$ cat config.mk
export PLATFORM = sky130hd
export DESIGN_NAME = lsu_ctrl
export DESIGN_NICKNAME = d
export VERILOG_FILES = /design/src/rtl/lsu_ctrl.sv
export SDC_FILE = /design/constraint.sdc
export NUM_CORES = 1
export LEC_CHECK = 0
export ABC_AREA = 1
export CORE_ASPECT_RATIO = 2
export CORE_UTILIZATION = 44
export CTS_CLUSTER_SIZE = 40
export DETAILED_ROUTE_END_ITERATION = 6
export PLACE_DENSITY_LB_ADDON = 0.15
export SYNTH_ARGS = -nofsm -noshare
export SYNTH_HDL_FRONTEND = slang
export SYNTH_SLANG_ARGS = --single-unit
$ cat constraint.sdc
create_clock -name clk -period 1.7 [get_ports clk]
set_input_delay 0.255 -clock clk [delete_from_list [all_inputs] [get_ports clk]]
set_output_delay 0.255 -clock clk [all_outputs]
set_load 0.02 [all_outputs]
$ cat src/rtl/lsu_ctrl.sv
// lsu_ctrl: load/store sequencer to a handshaked data bus (optional bus timeout with LSU_TIMEOUT_EN)
module lsu_ctrl #(
  parameter int ADDR_W      = 32,
  parameter int TIMEOUT_CYC = 255
) (
  input  logic              clk,
  input  logic              rst_n,
  input  logic              rd_en,
  input  logic              wr_en,
  input  logic [2:0]        mem_acc_mode,
  input  logic [ADDR_W-1:0] addr,
  input  logic [31:0]       wdata,
  output logic              stall,
  output logic [31:0]       load_data,
  output logic              done,
  output logic              misalign_err,
  output logic              bus_err,
  output logic              bus_req,
  output logic              bus_we,
  output logic [ADDR_W-1:0] bus_addr,
  output logic [3:0]        bus_be,
  output logic [31:0]       bus_wdata,
  input  logic              bus_gnt,
  input  logic              bus_rvalid,
  input  logic [31:0]       bus_rdata
);
  typedef enum logic [2:0] {IDLE, REQ, WAIT, DONE, ERR} state_t;
  state_t state_q, state_d;
  logic we_q, we_d;
  logic [2:0] mode_q, mode_d;
  logic [1:0] off_q, off_d;
  logic [ADDR_W-1:0] addr_q, addr_d;
  logic [3:0] be_q, be_d;
  logic [31:0] wdata_q, wdata_d, load_q, load_d, lane, ext;
  logic is_half, is_word, acc, mis, tmo;
  assign is_half = mem_acc_mode == 3'd1 || mem_acc_mode == 3'd4;
  assign is_word = mem_acc_mode == 3'd2;
  assign acc = (rd_en | wr_en) & (mem_acc_mode < 3'd5);
  assign mis = (is_half & addr[0]) | (is_word & (|addr[1:0]));
  assign lane = bus_rdata >> {off_q, 3'b000};
  assign ext = mode_q == 3'd0 ? {{24{lane[7]}}, lane[7:0]}
             : mode_q == 3'd3 ? {24'd0, lane[7:0]}
             : mode_q == 3'd1 ? {{16{lane[15]}}, lane[15:0]}
             : mode_q == 3'd4 ? {16'd0, lane[15:0]}
             : lane;
`ifdef LSU_TIMEOUT_EN
  localparam int CW = ($clog2(TIMEOUT_CYC) > 8) ? $clog2(TIMEOUT_CYC) : 8;
  logic [CW-1:0] cnt_q, cnt_d;
  always_comb cnt_d = (state_q == REQ || state_q == WAIT) ? cnt_q + 1'b1 : '0;
  assign tmo = cnt_q == CW'(TIMEOUT_CYC - 1);
  assign bus_err = state_q == ERR;
  always_ff @(posedge clk) cnt_q <= !rst_n ? '0 : cnt_d;
`else
  logic [31:0] unused_timeout;
  assign unused_timeout = 32'(TIMEOUT_CYC);
  assign tmo = 1'b0;
  assign bus_err = 1'b0;
`endif
  always_comb begin
    state_d = state_q;
    we_d = we_q;
    mode_d = mode_q;
    off_d = off_q;
    addr_d = addr_q;
    be_d = be_q;
    wdata_d = wdata_q;
    load_d = load_q;
    stall = 1'b0;
    misalign_err = 1'b0;
    case (state_q)
      IDLE: begin
        misalign_err = acc & mis;
        stall = acc & ~mis;
        if (acc && !mis) begin
          state_d = REQ;
          we_d = wr_en;
          mode_d = mem_acc_mode;
          off_d = addr[1:0];
          addr_d = {addr[ADDR_W-1:2], 2'b00};
          be_d = is_word ? 4'hf : is_half ? (addr[1] ? 4'hc : 4'h3) : 4'b0001 << addr[1:0];
          wdata_d = is_word ? wdata : is_half ? {2{wdata[15:0]}} : {4{wdata[7:0]}};
        end
      end
      REQ: begin
        stall = 1'b1;
        state_d = bus_gnt ? (we_q ? DONE : WAIT) : tmo ? ERR : REQ;
      end
      WAIT: begin
        stall = 1'b1;
        state_d = bus_rvalid ? DONE : tmo ? ERR : WAIT;
        load_d = bus_rvalid ? ext : load_q;
      end
      default: state_d = IDLE;
    endcase
  end
  always_ff @(posedge clk) begin
    if (!rst_n) begin
      state_q <= IDLE;
      we_q <= 1'b0;
      mode_q <= '0;
      off_q <= '0;
      addr_q <= '0;
      be_q <= '0;
      wdata_q <= '0;
      load_q <= '0;
    end else begin
      state_q <= state_d;
      we_q <= we_d;
      mode_q <= mode_d;
      off_q <= off_d;
      addr_q <= addr_d;
      be_q <= be_d;
      wdata_q <= wdata_d;
      load_q <= load_d;
    end
  end
  assign bus_req = state_q == REQ;
  assign bus_we = we_q;
  assign bus_addr = addr_q;
  assign bus_be = be_q;
  assign bus_wdata = wdata_q;
  assign load_data = load_q;
  assign done = state_q == DONE;
endmodule

==> metrics.md <==
| Metric | Value |
|---|---|
| Min-Delay Path Class | input port to flop |
| CP Capture Type | primary output |
| Drc violations | 0 |
| CTS Sinks | around 110 |
| Hold path depth | 4 |
| Clock Latency Late Sink | about 0.34 ns |
| Post-synth EDFFs | 0 |
| Power, Total | about 7.9 mW |
| Clock Pin Slew Worst Setup and Hold Paths | 0.07 ns |
| Worst vdd ir | 0.6520 mV |
| Flops & latches, synth | 106 |
| Switching power total | ~2.8 mW |
| Gpl congestion | around 0.9 |
| Commonest non-fill, non-tap cells in the layout | clkdlybuf4s50_1 (195), nand2_1 (161), nor2_1 (133), dfxtp_1 (105), o21ai_0 (89) |
| Routed len/inst | 14.79 um |
| Crit path kind | flop to primary output |
| Die Y | between 150 and 200 um |
| Min cycle time layout | roughly 1.6 ns |
| Core area | 11,630 um^2 |
| Area growth, synth to finish | 50.34% |
| First DRT Iteration DRCs | 231 |
| Vias per cell | 5.021 |
| Final critical-path share of the clock period | 95.66% |
| Crit path from | state_q[1] |
| Die area | 12,350 um^2 |
| Sw Ratio | between 30% and 40% |
| Flop pwr share | 37.3% |
| CP Max Fanout | 3 |
| Fin. max-slew vios | 0 |
| Synthesized instance count | 773 |
| Htree depth | 3 |
| Cell internal pwr | 5.119 mW |
| DP Wirelength | ~12,000 um |
| Worst EP required | approximately 1.4 ns |
| Post-route cell area | 7859 um^2 |
| Cell Area, Placed | 7561 um^2 |
| RSZ-0062 raised after global routing | false |
| P_leak | around 3.5 nW |
| Max cap viols | 0 |
| Run status | completed |
| Total gr overflow | 0 |
| Buf+Inv Stages, Crit Path | 3 |
| Worst flop-to-flop path startpoint | state_q[0] |
| Postcts setup bufs | 0 |
| Family with the most delay on the worst path | buffers and inverters |
| Yosys cell types | 32 |
| CTS tree | yes |
| Nets | 1,093 |
| Drt pass-1 iters | 5 |
| Post-synth ARST share | 0% |
| Vias in the first global route | between 5k and 6k |
| Die W | 79.08 um |
| Dominant synthesized flop cell | dfxtp_1 |
| FP Rows | 56 |
| Total number of vias | 5,684 |
| Post-Route Skew | 0.007022 ns |
| Hold_buf cts | 0 |
| Setup TNS | 0 ns |
| Syn. warnings | 0 |
| Critical path depth | 4 |
| Final setup fails | 0 |
| Final wirelength | 16,740 um |
| Worst reg2reg path depth | 10 |
| Num ports | about 210 |
| Crit-path cells | inv_2, buf_4, ha_1, clkdlybuf4s15_1 |
| FMAX | 614.9 MHz |
| Placement Setup Slack | -0.6203 ns |
| Initial antenna violation count | 0 |
| Hold Startpoint | mem_acc_mode[2] |
| Pwr/cell area | 1010 nW/um^2 |
| Power share of the clock group | 25.5% |
| First-pass GRT wire length | 25,860 um |
| Max stage delay on crit path | around 0.35 ns |
| Cts bufs inserted | 9 |
| Initial core utilization | between 40% and 50% |
| Antenna cells | 0 |
| Routed Antenna Nets | 0 |
| GR Util All Layers | 27.13% |
| Crit path DAT | 1.37 ns |
| Post-synthesis sequential area ratio | 40.59% |
| Post-Syn Area | 5228 um^2 |
| Clock Tree Buf Depth | 2 |
| Mean cell area of the mapped netlist | 6.763 um^2 |
| Fin worst setup slack | 0.07379 ns |
| PortBufs | between 200 and 250 |
| Placed Cells | around 1.1k |
| CP max-delay cell | dfxtp_1 |
| CP Launch Type | flop |
| Largest net degree at the start of global routing | 69 |
| Post-Layout Cell Count | 1,132 |
| Combinational power share | roughly 37% |
| Most common cell after layout, fill and taps aside | clkdlybuf4s50_1 |
| Share of post-route cells with drive strength above 1 | 10.33% |
| CTS root buf | clkbuf_16 |
| Final hold vios | 0 |
## worst reg2reg max path: cells and delay by family (launching register included)
family | cells | cell delay, ns
buf+inv | 5 | 0.51
compound gates | 1 | 0.10
fa+ha+maj | 1 | 0.19
flops | 1 | 0.35
simple gates | 3 | 0.25
## cell usage after synthesis (2+ instances only)
cell type / count / area share [%]
buf_4: 10 / 1.4
o21ai_0: 89 / 8.5
clkbuf_2: 2 / 0.19
nand3_1: 46 / 4.4
inv_1: 56 / 4.0
nand2_1: 162 / 12
buf_2: 12 / 1.1
or2_2: 7 / 0.84
buf_1: 3 / 0.22
a21oi_2: 4 / 0.67
a21oi_1: 44 / 4.2
nand4_1: 10 / 1.2
buf_6: 6 / 1.3
nor2_1: 135 / 9.7
o211ai_1: 21 / 3.0
inv_2: 7 / 0.50
dfxtp_1: 106 / 41
nor3_1: 7 / 0.67
ha_1: 5 / 1.2
nand2_2: 7 / 0.84
clkbuf_1: 19 / 1.4
o21ai_1: 5 / 0.48
## flip-flops by register name, indices dropped and copies added (netlist names)
signal     flops
bus_wdata     32
off_q          2
mode_q         3
load_data     32
bus_addr      30
state_q        2
bus_we         1
bus_be         4
## area by class of cell
class                   count  area (um^2)
fillers                  1092         3772
multi-input cells         552         2582
repair buffers            250         2449
clock inverters             6        57.56
well taps                 145        181.4
clock buffers               9        225.2
inverters                  64        240.2
flip-flops and latches    106         2123
## power by group through the flow
stage	sequential, mW	combinational (mW)	clock, mW
after CTS	2.95	2.95	2.09
after global routing	3.00	3.22	2.15
after detailed placement	3.01	2.93	0
after global placement	3.00	2.91	0
final	2.96	2.96	2.02
after floorplan	3.33	1.31	0
## per-layer routing
| metal | vias up | part of all wire [%] | track usage, % |
|---|---|---|---|
| met5 | - | 0 | 0 |
| met4 | 0 | 4.7 | 16.02 |
| met3 | 47 | 5.2 | 5.439 |
| met2 | 183 | 54 | 50.57 |
| met1 | 2555 | 37 | 26.79 |
| li1 | 2899 | - | - |
## cell families after synthesis
family                     after synthesis  share of synthesized area, %
AOI/OAI and AO/OA                      163                         16.90
adders and majority gates                5                         1.197
buffers and inverters                  117                         10.53
DFF                                    106                         40.59
other                                    1                       0.07174
and+or+nand+nor                        381                         30.71
## metrics by stage
stage / hold WS, ns / util (%)
after floorplan: 0.3899 / -
after global placement: 0.4477 / 65.01
after detailed placement: 0.4557 / 65.01
after CTS: 0.3382 / 67.43
after global routing: 0.3310 / 67.57
final: 0.3229 / 67.57
## final timing paths
| path | to | slack (ns) |
|---|---|---|
| max | bus_req | 0.07 |
| min | mode_q[2] | 0.32 |
| max reg2reg | load_data[14] | 0.21 |
| min reg2reg | bus_wdata[21] | 0.47 |
## what timing repair did
action / CTS / global route
endpoints found under the hold margin: 0 / 0
setup endpoints to repair: 19 / 23
pin swaps: 0 / 6
gates resized for setup: 20 / 12
Note: power is estimated with default switching activity, not from simulation.
